[config.mk]
export PLATFORM = sky130hd
export DESIGN_NAME = sigma_delta_sequencer
export DESIGN_NICKNAME = d
export VERILOG_FILES = /design/src/rtl/sigma_delta_sequencer.sv
export SDC_FILE = /design/constraint.sdc
export NUM_CORES = 1
export LEC_CHECK = 0
export CAP_MARGIN = 15
export CORE_MARGIN = 1
export CORE_UTILIZATION = 56
export CTS_CLUSTER_SIZE = 8
export DETAILED_ROUTE_END_ITERATION = 10
export GPL_TIMING_DRIVEN = 0
export PLACE_DENSITY = 0.79
export SYNTH_ARGS = -nofsm -noshare
export SYNTH_HDL_FRONTEND = slang
export SYNTH_SLANG_ARGS = --single-unit
[constraint.sdc]
create_clock -name clk -period 3.67 [get_ports clk]
set_input_delay 0.5505 -clock clk [delete_from_list [all_inputs] [get_ports clk]]
set_output_delay 0.5505 -clock clk [all_outputs]
set_load 0.03 [all_outputs]
[src/rtl/sigma_delta_sequencer.sv]
// Sample scheduler for the sigma-delta modulator: FIFO-buffered samples, each held OSR clocks.
// Build option SD_SEQ_MIDSCALE_EN: on underflow present mid-scale instead of repeating the last sample.
module sigma_delta_sequencer #(
    parameter int VALUE_WIDTH = 8,
    parameter int OSR_WIDTH   = 16,
    parameter int FIFO_DEPTH  = 4
) (
    input  logic                   clk,
    input  logic                   reset,
    input  logic                   start,
    input  logic                   stop,
    input  logic [OSR_WIDTH-1:0]   osr,
    input  logic                   s_valid,
    input  logic [VALUE_WIDTH-1:0] s_data,
    output logic                   s_ready,
    output logic                   mod_enable,
    output logic [VALUE_WIDTH-1:0] mod_value,
    output logic                   busy,
    output logic                   underflow,
    output logic [1:0]             fsm_state
);

    localparam int AW = (FIFO_DEPTH > 1) ? $clog2(FIFO_DEPTH) : 1;
    localparam int CW = AW + 1;

    typedef enum logic [1:0] {
        IDLE = 2'd0,
        LOAD = 2'd1,
        RUN  = 2'd2
    } state_t;

    logic [VALUE_WIDTH-1:0] mem [FIFO_DEPTH];
    logic [AW-1:0]          wr_ptr;
    logic [AW-1:0]          rd_ptr;
    logic [CW-1:0]          count;
    logic                   full;
    logic                   empty;
    logic                   push;
    logic                   pop;
    logic [VALUE_WIDTH-1:0] head;

    state_t                 state;
    logic [OSR_WIDTH-1:0]   osr_q;
    logic [OSR_WIDTH-1:0]   cnt;
    logic                   stop_pend;

    // Handshake: a word transfers on every rising edge where s_valid && s_ready;
    // s_ready depends only on the registered fill level (and is low during reset),
    // never on s_valid, and s_data is ignored whenever no transfer happens.
    assign full    = (count == CW'(FIFO_DEPTH));
    assign empty   = (count == '0);
    assign s_ready = !reset && !full;
    assign push    = s_valid && s_ready;
    assign head    = mem[rd_ptr];

    // The FSM is the only consumer: LOAD takes the first sample, RUN takes one per boundary
    // unless a stop is pending or arriving on that boundary.
    assign pop = !empty &&
                 ((state == LOAD && !stop) ||
                  (state == RUN && cnt == '0 && !stop_pend && !stop));

    assign fsm_state = state;

    always_ff @(posedge clk) begin
        if (push) begin
            mem[wr_ptr] <= s_data;
        end
    end

    always_ff @(posedge clk) begin
        if (reset) begin
            wr_ptr <= '0;
            rd_ptr <= '0;
            count  <= '0;
        end else begin
            if (push) begin
                wr_ptr <= wr_ptr + AW'(1);
            end
            if (pop) begin
                rd_ptr <= rd_ptr + AW'(1);
            end
            count <= count + CW'(push) - CW'(pop);
        end
    end

    always_ff @(posedge clk) begin
        if (reset) begin
            state      <= IDLE;
            osr_q      <= OSR_WIDTH'(1);
            cnt        <= '0;
            stop_pend  <= 1'b0;
            mod_enable <= 1'b0;
            mod_value  <= '0;
            busy       <= 1'b0;
            underflow  <= 1'b0;
        end else begin
            underflow <= 1'b0;
            case (state)
                IDLE: begin
                    if (start) begin
                        osr_q     <= (osr == '0) ? OSR_WIDTH'(1) : osr;
                        stop_pend <= 1'b0;
                        busy      <= 1'b1;
                        state     <= LOAD;
                    end
                end

                LOAD: begin
                    if (stop) begin
                        busy  <= 1'b0;
                        state <= IDLE;
                    end else if (pop) begin
                        mod_value  <= head;
                        cnt        <= osr_q - OSR_WIDTH'(1);
                        mod_enable <= 1'b1;
                        state      <= RUN;
                    end
                end

                RUN: begin
                    if (cnt != '0) begin
                        cnt <= cnt - OSR_WIDTH'(1);
                        if (stop) begin
                            stop_pend <= 1'b1;
                        end
                    end else if (stop_pend || stop) begin
                        mod_enable <= 1'b0;
                        mod_value  <= '0;
                        stop_pend  <= 1'b0;
                        busy       <= 1'b0;
                        state      <= IDLE;
                    end else if (pop) begin
                        mod_value <= head;
                        cnt       <= osr_q - OSR_WIDTH'(1);
                    end else begin
                        // Starved boundary: keep the modulator running on a substitute value.
                        underflow <= 1'b1;
                        cnt       <= osr_q - OSR_WIDTH'(1);
`ifdef SD_SEQ_MIDSCALE_EN
                        mod_value <= {1'b1, {(VALUE_WIDTH-1){1'b0}}};
`else
                        mod_value <= mod_value;
`endif
                    end
                end

                default: begin
                    mod_enable <= 1'b0;
                    mod_value  <= '0;
                    busy       <= 1'b0;
                    state      <= IDLE;
                end
            endcase
        end
    end

endmodule

==> run_results.csv, run 1 <==
group,metric,value,unit
cts,root_buffer,"clkbuf_8",
drt,finalWirelength,9290,µm
pwr,p_per_area,690,nW/µm²
drt,wire_per_inst,16.0,µm
cts,htree_levels,3,
cts,holdBufCountCts,0,
global_routing,grtUsageTotal,0.257,
floorplanning,pin_count,43,
global_routing,grt.busiest_layer,"met2",
run_status,outcome,"finished clean",
floorplanning,coreArea,6940,µm²
cts,cts_made_buffers,9,
cts,clock_latency,0.36,ns
sta,rsz0062_at_grt,"false",
placed_design,routabilityCongestion,0.897,
critical_path,worst-path-max-fanout,8,
cts,cts_buffer_depth,2,
yosys,seq_area_frac_synth,0.500,
global_routing,grt_start_max_net_pins,19,
floorplanning,design.die.area,7710,µm²
cells_and_area,drive_above_1_share,0.0804,
global_routing,grt_pass1_wl,14800,µm
sta,setup_viol,0,
cells_and_area,final_nets,522,
drt,vias,3323,
sta,fin_crit,3.28,ns
cts,clkSinkCount,87,
critical_path,crit_type,"reg2reg",
floorplanning,die_w,87.8,µm
critical_path,start_kind,"register",
pwr,peakVddDrop,0.355,mV
critical_path,endpoint_kind,"register",
global_routing,grtUsageMet1,0.349,
cts,cts_tree,"built",
yosys,synth_area,4130,µm²
drt,drc,0,
sta,fin_skew,0.0105,ns
floorplanning,die-height,87.8,µm
critical_path,arrival,3.52,ns
global_routing,use_met3,0.0773,
floorplanning,start_util,0.594,
global_routing,grt_antenna_before_repair,0,
cells_and_area,fillers,540,
yosys,ys_seq_elements,87,
global_routing,globalRouteMet2Util,0.404,
yosys,synth_area_per_cell,9.66,µm²
global_routing,grt_pass1_vias,3129,
sta,clock.fmax,305,MHz
yosys,synth_edf_count,32,
floorplanning,rows,30,
sta,slew_violations,0,
sta,hold_viol,0,
drt,drt_pass1_iterations,6,
critical_path,cp.required,3.91,ns
placed_design,dp_hpwl,6720,µm
sta,period_share,0.894,
cells_and_area,final_util,0.701,
cells_and_area,diodes,0,
global_routing,gr-total-overflow,0,
cts,clkTransAtPathRegs,0.09,ns
yosys,netlist_instances,427,
worst_hold_path,hp-class,"reg2reg",
yosys,synthFlopType,"dfxtp_1",
yosys,postSynth.asyncResetShare,0,
yosys,syn_nets,469,
drt,antenna_left,0,
drt,routed_via_density,5.72,
placed_design,portBuffers,42,
cells_and_area,area_delta_synth_final,18.0,%
yosys,ys_warn_count,0,
pwr,leakage,1.79,nW
drt,drtIter0Drc,296,
sta,worstMarginPinSlew,0.661,ns
sta,relSlewSlack,0.559,
sta,fin_tns_setup,0,ns
run,max_cap_viol_count,0,
yosys,yosysUniqueCellTypes,55,
report_power, final:
group | internal [W] | total, W | leakage (nW) | switching [W]
Clock | 0.000267 | 0.000655 | 0.0970 | 0.000388
Sequential | 0.00114 | 0.00126 | 0.738 | 0.000123
Combinational | 0.000541 | 0.00145 | 0.958 | 0.000906
Total | 0.00194 | 0.00336 | 1.79 | 0.00142
logic make-up after synthesis:
group	Yosys count	share of synthesized area
flops	87	0.500
fa+ha+maj	13	0.0412
xor+xnor	14	0.0297
simple gates	160	0.188
mux	18	0.0682
compound gates	94	0.133
buf+inv	41	0.0397
stage by stage:
| stage | total power (W) | hold WS (ns) | setup slack [ns] | instances | instance area, µm² |
|---|---|---|---|---|---|
| global placement | 0.00265 | 0.452 | 0.0794 | 565 | 4670 |
| finish | 0.00336 | 0.481 | 0.389 | 581 | 4870 |
| CTS | 0.00333 | 0.479 | 0.107 | 581 | 4860 |
| detailed placement | 0.00268 | 0.466 | 0.0275 | 565 | 4670 |
| floorplan | 0.00229 | 0.446 | 0.738 | 427 | 4130 |
| global route | 0.00359 | 0.502 | 0.0808 | 581 | 4870 |
per-layer routing:
metal / routed length, µm / vias up / part of all wire
met5: 0 / - / 0
met3: 648 / 13 / 0.070
met2: 4190 / 129 / 0.45
met4: 111 / 0 / 0.012
li1: - / 1642 / -
met1: 4340 / 1539 / 0.47
layout make-up:
class / count / area (µm²) / share of cell area
Inverter: 18 / 67.6 / 0.0139
Clock buffer: 9 / 124 / 0.0254
Multi-Input combinational cell: 299 / 1910 / 0.391
Timing Repair Buffer: 42 / 420 / 0.0864
Buffer: 23 / 96.3 / 0.0198
Clock inverter: 7 / 72.6 / 0.0149
Sequential cell: 87 / 2060 / 0.424
Tap cell: 96 / 120 / 0.0247
cells in the final DEF (no fill, tap or decap), drive strengths merged, types with 8 or more instances in the layout:
cell type,n
clkdlybuf4s50,42
clkbuf,24
o21ai,26
nor4,9
edfxtp,32
nand3,10
mux4,8
nor2,42
dfxtp,55
buf,8
ha,12
mux2i,9
nand2,48
inv,22
nor3,18
a21oi,42
synth_stat cells (3+ instances only):
| cell | n | area, µm² |
|---|---|---|
| xor2_1 | 7 | 61.3 |
| a211oi_1 | 3 | 22.5 |
| nor2_1 | 42 | 158 |
| xnor2_1 | 7 | 61.3 |
| dfxtp_1 | 55 | 1100 |
| nor3_1 | 18 | 90.1 |
| inv_1 | 18 | 67.6 |
| a21oi_1 | 42 | 210 |
| nand3_1 | 10 | 50.1 |
| ha_1 | 12 | 150 |
| nor3b_1 | 3 | 22.5 |
| and3_1 | 4 | 25.0 |
| and2_1 | 6 | 37.5 |
| mux4_2 | 8 | 180 |
| edfxtp_1 | 32 | 961 |
| buf_1 | 5 | 18.8 |
| clkbuf_1 | 15 | 56.3 |
| o21ai_0 | 25 | 125 |
| nand2_1 | 48 | 180 |
| o22ai_1 | 4 | 25.0 |
| or3_1 | 5 | 31.3 |
| o211ai_1 | 4 | 30.0 |
| mux2i_1 | 9 | 90.1 |
| nor4_1 | 7 | 43.8 |
state kept, by name, indices dropped and copies added (netlist names), named ones only:
register / count
count: 3
osr_q: 16
fsm_state: 2
wr_ptr: 2
rd_ptr: 2
cnt: 16
stop_pend: 1
mod_enable: 1
mem: 32
mod_value: 8
underflow: 1
busy: 1
worst max-delay path: stages (launching register included):
cell and delay (ns):
dfxtp_1 0.35, inv_1 0.09, ha_1 0.33, nor3b_1 0.53
inv_1 0.11, o21ai_1 0.31, and2_1 0.23, ha_1 0.24
inv_1 0.06, ha_1 0.13, inv_1 0.05, fa_1 0.37
xor2_1 0.16, xnor2_1 0.13, nor2_1 0.05
worst paths after layout:
check	startpoint	to	slack [ns]	depth (start not counted)
worst min register to register	busy$_SDFFE_PP0P_	busy$_SDFFE_PP0P_	0.48	2
worst min-delay path	busy$_SDFFE_PP0P_	busy$_SDFFE_PP0P_	0.48	2
worst max-delay path	fsm_state[0]$_SDFFE_PP0P_	count[2]$_SDFF_PP0_	0.39	14
worst max register to register	fsm_state[0]$_SDFFE_PP0P_	count[2]$_SDFF_PP0_	0.39	14
timing repair:
item	4_1_cts	5_1_grt
gates resized for setup	0	2
buffers inserted	0	0
endpoints found under the setup margin	0	1
No activity file was read; power rests on OpenSTA's default activity.
==> inputs of run 2 (changes only) <==
--- a/config.mk
+++ b/config.mk
@@ -11,6 +11,7 @@
 export CTS_CLUSTER_SIZE = 8
 export DETAILED_ROUTE_END_ITERATION = 10
 export GPL_TIMING_DRIVEN = 0
+export MAX_ROUTING_LAYER = met4
 export PLACE_DENSITY = 0.79
 export SYNTH_ARGS = -nofsm -noshare
 export SYNTH_HDL_FRONTEND = slang
==> run 2 against run 1 <==
Die area is the same. Hold slack got worse by 0.00075 ns. Core utilization is 0.23 points lower. Highest routed layer unchanged. Clock power shrank 5.5%. Non-clock buffer count unchanged. Cell count unchanged. Worst setup slack improved by 0.040 ns. Wire length increased by 1.8%. Cell area shrank 0.33%. Largest power group unchanged. Largest cell class unchanged. Sequential cell count stayed put. Fmax up 1.2%.
==> run_results.csv, run 2 (synthesized netlist as in run 1, its figures left out) <==
group,metric,value,unit
run_status,outcome,"finished clean",
critical_path,arrival,3.48,ns
pwr,p_seq_frac,0.378,
sta,fin_crit,3.24,ns
critical_path,reg2regPathDepth,14,
worst_hold_path,hp-class,"reg2reg",
pwr,internal-power,0.00193,W
cts,htree_levels,3,
sta,fin_tns_setup,0,ns
cts,ctsResizeCount,0,
global_routing,grt.busiest_layer,"met2",
pwr,switching_power,0.00141,W
global_routing,grt_antenna_before_repair,0,
critical_path,endpoint_kind,"register",
floorplanning,pin_count,43,
critical_path,r2r_start,"fsm_state[0]$_SDFFE_PP0P_",
sta,worstMarginPinSlew,0.683,ns
cells_and_area,final_nets,522,
pwr,p_clk_frac,0.185,
global_routing,globalRouteMet2Util,0.419,
cts,clock_latency,0.37,ns
sta,relSlewSlack,0.545,
pwr,peakVddDrop,0.474,mV
cts,cts_setup_buffers,0,
critical_path,worst-path-max-fanout,8,
sta,period_share,0.883,
pwr,p_per_area,689,nW/µm²
drt,wire_per_inst,16.3,µm
cells_and_area,area_delta_synth_final,17.6,%
floorplanning,design.die.area,7710,µm²
sta,clock.fmax,309,MHz
cells_and_area,design_area,4850,µm²
pwr,share_comb_of_total_power,0.437,
cells_and_area,fillers,562,
global_routing,gr-total-overflow,0,
sta,setup_viol,0,
drt,antenna_left,0,
critical_path,timing.rr.end,"count[2]$_SDFF_PP0_",
placed_design,place_area,4670,µm²
cells_and_area,diodes,0,
critical_path,regToRegSetupSlack,0.43,ns
cells_and_area,drive_above_1_share,0.0784,
placed_design,routabilityCongestion,0.899,
critical_path,endpoint,"count[2]$_SDFF_PP0_",
floorplanning,rows,30,
cells_and_area,largest_register,"mem",
floorplanning,die-height,87.8,µm
sta,slew_violations,0,
sta,hold_viol,0,
sta,rsz0062_at_grt,"false",
sta,fin_skew,0.0122,ns
placed_design,portBuffers,42,
drt,drt_pass1_iterations,5,
cells_and_area,final_common_cell,"dfxtp_1",
global_routing,grt_pass1_wl,14900,µm
global_routing,grt_start_max_net_pins,17,
cells_and_area,final_cell_mix,"55 x dfxtp_1, 48 x nand2_1, 42 x nor2_1, 42 x a21oi_1, 42 x clkdlybuf4s50_1",
cts,clkSinkCount,87,
cts,cts_tree,"built",
drt,drc,0,
drt,routed_via_density,5.85,
drt,finalWirelength,9460,µm
cts,root_buffer,"clkbuf_8",
floorplanning,die_w,87.8,µm
global_routing,use_met3,0.0575,
cts,cts_made_buffers,9,
pwr,p_sw_frac,0.422,
critical_path,crit_type,"reg2reg",
placed_design,dp_hpwl,6780,µm
floorplanning,coreArea,6940,µm²
critical_path,cp.required,3.91,ns
cells_and_area,largest_reg_flops,32,
run,max_cap_viol_count,0,
global_routing,grt_pass1_vias,3042,
cts,cts_buffer_depth,2,
cts,clkTransAtPathRegs,0.09,ns
global_routing,grtUsageMet1,0.360,
global_routing,grtUsageTotal,0.271,
pwr,leakage,1.78,nW
drt,drtIter0Drc,336,
critical_path,start_kind,"register",
drt,vias,3400,
cells_and_area,reg.largest.list,"mem (32), cnt (16), osr_q (16)",
cts,holdBufCountCts,0,
floorplanning,start_util,0.594,
critical_path,crit_path_start,"fsm_state[0]$_SDFFE_PP0P_",
## run 2: worst min-delay path by stage
stage	start	to	slack, ns	cells after the start
3_3_place_gp	busy$_SDFFE_PP0P_	busy$_SDFFE_PP0P_	0.45	2
2_1_floorplan	osr_q[15]$_SDFFE_PP0P_	osr_q[15]$_SDFFE_PP0P_	0.45	2
3_5_place_dp	busy$_SDFFE_PP0P_	busy$_SDFFE_PP0P_	0.46	2
5_1_grt	busy$_SDFFE_PP0P_	busy$_SDFFE_PP0P_	0.50	2
6_report	busy$_SDFFE_PP0P_	busy$_SDFFE_PP0P_	0.48	2
4_1_cts	busy$_SDFFE_PP0P_	busy$_SDFFE_PP0P_	0.47	2
## run 2: critical path: stages, from the launching register on
cell	delay, ns
dfxtp_1	0.35
inv_1	0.09
ha_1	0.34
nor3b_1	0.49
inv_1	0.11
o21ai_1	0.30
and2_1	0.23
ha_1	0.24
inv_1	0.05
ha_1	0.12
inv_1	0.04
fa_1	0.37
xor2_1	0.18
xnor2_1	0.14
nor2_1	0.05
## run 2: power by group through the flow
stage                     Sequential (W)  Clock, W  Combinational, W
after floorplan                  0.00129         0           0.00101
after global placement           0.00127         0           0.00139
after detailed placement         0.00128         0           0.00141
after CTS                        0.00125  0.000624           0.00143
after global routing             0.00128  0.000669           0.00159
final                            0.00126  0.000619           0.00146
## run 2: through the flow
step / worst slack [ns] / hold WS, ns / power [W] / instances / utilization
6_report: 0.429 / 0.480 / 0.00334 / 581 / 0.699
5_1_grt: 0.178 / 0.501 / 0.00354 / 581 / 0.699
4_1_cts: 0.124 / 0.472 / 0.00331 / 581 / 0.698
3_5_place_dp: 0.0748 / 0.460 / 0.00269 / 565 / 0.672
3_3_place_gp: 0.0814 / 0.452 / 0.00265 / 565 / 0.672
2_1_floorplan: 0.738 / 0.446 / 0.00229 / 427 / -
## run 2: area by class of cell
cell class | count | area, µm² | area share
timing repair buffer | 42 | 420 | 0.0866
buffer | 23 | 96.3 | 0.0199
clock buffer | 10 | 128 | 0.0263
clock inverter | 6 | 52.6 | 0.0108
inverter | 18 | 67.6 | 0.0139
sequential | 87 | 2060 | 0.425
tap | 96 | 120 | 0.0248
multi-input combinational | 299 | 1910 | 0.393
## run 2: per-layer routing
metal / routed length (µm) / vias to the layer above
li1: - / 1643
met1: 4420 / 1619
met2: 4390 / 123
met3: 503 / 15
met4: 143 / 0
met5: 0 / -
==> inputs of run 3 (changes only) <==
--- a/config.mk
+++ b/config.mk
@@ -6,13 +6,15 @@
 export NUM_CORES = 1
 export LEC_CHECK = 0
 export CAP_MARGIN = 15
+export CELL_PAD_IN_SITES_DETAIL_PLACEMENT = 1
+export CELL_PAD_IN_SITES_GLOBAL_PLACEMENT = 1
 export CORE_MARGIN = 1
-export CORE_UTILIZATION = 56
+export CORE_UTILIZATION = 44
 export CTS_CLUSTER_SIZE = 8
 export DETAILED_ROUTE_END_ITERATION = 10
 export GPL_TIMING_DRIVEN = 0
 export MAX_ROUTING_LAYER = met4
-export PLACE_DENSITY = 0.79
+export PLACE_DENSITY_LB_ADDON = 0.1
 export SYNTH_ARGS = -nofsm -noshare
 export SYNTH_HDL_FRONTEND = slang
 export SYNTH_SLANG_ARGS = --single-unit
==> run 3 against run 2 <==
Sequential share of layout area decreased by 0.40 points. Cell count increased by 2.1%. Die area increased by 27%. Worst setup slack got worse by 0.042 ns. First-iteration DRC count decreased by 67%. Total power increased by 4.0%. Critical endpoint unchanged. Largest power group unchanged. Clock-buffer cell count decreased by 1. Hold slack got worse by 0.011 ns.
==> run_results.csv, run 3 (synthesized netlist as in run 1, its figures left out) <==
group,metric,value,unit
run_status,outcome,"finished clean",
sta,fin_crit,3.28,ns
sta,slew_violations,0,
pwr,share_comb_of_total_power,0.428,
pwr,leakage,1.80,nW
placed_design,pre_cts_ws,0.145,ns
global_routing,gr-total-overflow,0,
sta,relSlewSlack,0.503,
cells_and_area,seqCellArea,2060,µm²
global_routing,grtUsageMet1,0.303,
pwr,p_clk_frac,0.209,
cts,clock_latency,0.37,ns
worst_hold_path,hp-class,"reg2reg",
cells_and_area,design_area,4900,µm²
sta,setup_ws,0.387,ns
critical_path,endpoint_kind,"register",
global_routing,grt_antenna_before_repair,0,
floorplanning,rows,34,
drt,finalWirelength,11000,µm
drt,drc,0,
sta,rsz0062_at_grt,"false",
critical_path,cp.required,3.92,ns
critical_path,start_kind,"register",
sta,fin_tns_setup,0,ns
sta,period_share,0.894,
cells_and_area,drive_above_1_share,0.0804,
drt,routed_via_density,5.73,
drt,drt_pass1_iterations,4,
pwr,internal-power,0.00200,W
floorplanning,die_w,98.8,µm
pwr,p_per_area,709,nW/µm²
cells_and_area,area_delta_synth_final,18.7,%
critical_path,r2r_start,"fsm_state[0]$_SDFFE_PP0P_",
floorplanning,design.die.area,9770,µm²
sta,timing.hold.ws,0.468,ns
pwr,peakVddDrop,0.303,mV
placed_design,place_area,4680,µm²
cts,clkTransAtPathRegs,0.10,ns
cells_and_area,final_nets,522,
floorplanning,coreArea,8890,µm²
global_routing,grt.busiest_layer,"met2",
cells_and_area,largest_reg_flops,32,
global_routing,use_met3,0.0333,
global_routing,grt_pass1_wl,18000,µm
pwr,p_sw_frac,0.423,
sta,clock.fmax,305,MHz
global_routing,grt_pass1_vias,3520,
pwr,p_seq_frac,0.363,
pwr,switching_power,0.00147,W
sta,worstMarginPinSlew,0.745,ns
cells_and_area,stdcell_count,593,
sta,setup_viol,0,
global_routing,globalRouteMet2Util,0.431,
run,max_cap_viol_count,0,
floorplanning,die-height,98.8,µm
cts,holdBufCountCts,0,
worst_hold_path,hold_start,"busy$_SDFFE_PP0P_",
sta,fin_skew,0.0144,ns
placed_design,routabilityCongestion,0.881,
global_routing,grtUsageTotal,0.250,
cts,root_buffer,"clkbuf_8",
critical_path,worst-path-max-fanout,8,
drt,drtIter0Drc,111,
drt,wire_per_inst,18.5,µm
cells_and_area,largest_register,"mem",
critical_path,crit_path_start,"fsm_state[0]$_SDFFE_PP0P_",
drt,vias,3397,
cts,clkSinkCount,87,
cells_and_area,final_cell_mix,"55 x dfxtp_1, 48 x nand2_1, 42 x nor2_1, 42 x a21oi_1, 42 x clkdlybuf4s50_1",
cts,cts_tree,"built",
cells_and_area,final_common_cell,"dfxtp_1",
cts,cts_buffer_depth,2,
drt,antenna_left,0,
critical_path,crit_type,"reg2reg",
placed_design,dp.cells,577,
cells_and_area,fillers,1029,
cells_and_area,reg.largest.list,"mem (32), cnt (16), osr_q (16)",
global_routing,grt_start_max_net_pins,18,
floorplanning,pin_count,43,
cts,htree_levels,3,
sta,hold_viol,0,
placed_design,dp_hpwl,7980,µm
floorplanning,start_util,0.464,
critical_path,arrival,3.53,ns
placed_design,portBuffers,42,
cells_and_area,diodes,0,
cts,cts_made_buffers,9,
cells_and_area,multiInputGateArea,1910,µm²
[run 3: cell types whose count changed in the layout (fill, tap and decap cells not counted)]
cell,delta
bufinv_16,+1
clkbuf_1,-1
clkinv_4,-2
clkinv_8,+1
inv_6,+2
inv_8,-1
o21ai_0,+1
o21ai_1,-1
[run 3: per-stage QoR]
stage                      util  power (W)
after floorplan               -    0.00229
after global placement    0.526    0.00270
after detailed placement  0.526    0.00275
after CTS                 0.550    0.00348
after global routing      0.551    0.00371
final                     0.551    0.00347
[run 3: per-layer routing]
layer | up-vias | part of all wire
met5 | - | 0
met1 | 1701 | 0.43
met3 | 4 | 0.030
met2 | 57 | 0.53
met4 | 0 | 0.0051
li1 | 1635 | -
[run 3: cell type report]
class	instances	share of cell area
sequential	87	0.421
multi-input combinational	299	0.389
buffer	23	0.0197
inverter	18	0.0138
clock inverter	7	0.0179
timing repair buffer	42	0.0858
clock buffer	9	0.0253
tap	108	0.0276
[run 3: worst paths after layout]
kind                            slack, ns                  end  cells past startpoint
worst max-delay path                 0.39  count[2]$_SDFF_PP0_                     14
worst min-delay path                 0.47    busy$_SDFFE_PP0P_                      2
worst max register to register       0.39  count[2]$_SDFF_PP0_                     14
worst min register to register       0.47    busy$_SDFFE_PP0P_                      2
[run 3: critical path: stages (launching register included)]
cell,delay (ns)
dfxtp_1,0.36
inv_1,0.09
ha_1,0.35
nor3b_1,0.54
inv_1,0.11
o21ai_0,0.26
and2_1,0.23
ha_1,0.25
inv_1,0.06
ha_1,0.13
inv_1,0.05
fa_1,0.38
xor2_1,0.17
xnor2_1,0.14
nor2_1,0.06
[run 3: power groups by stage]
stage	sequential, W	clock (W)	combinational (W)
floorplan	0.00129	0	0.00101
global placement	0.00127	0	0.00143
CTS	0.00126	0.000737	0.00148
finish	0.00126	0.000727	0.00149
detailed placement	0.00128	0	0.00147
global route	0.00128	0.000770	0.00166
[run 3: what timing repair did]
action / CTS / global route
buffers inserted: 0 / 0
resized for setup: 0 / 1
hold endpoints to repair: 0 / 0
setup endpoints to repair: 0 / 1
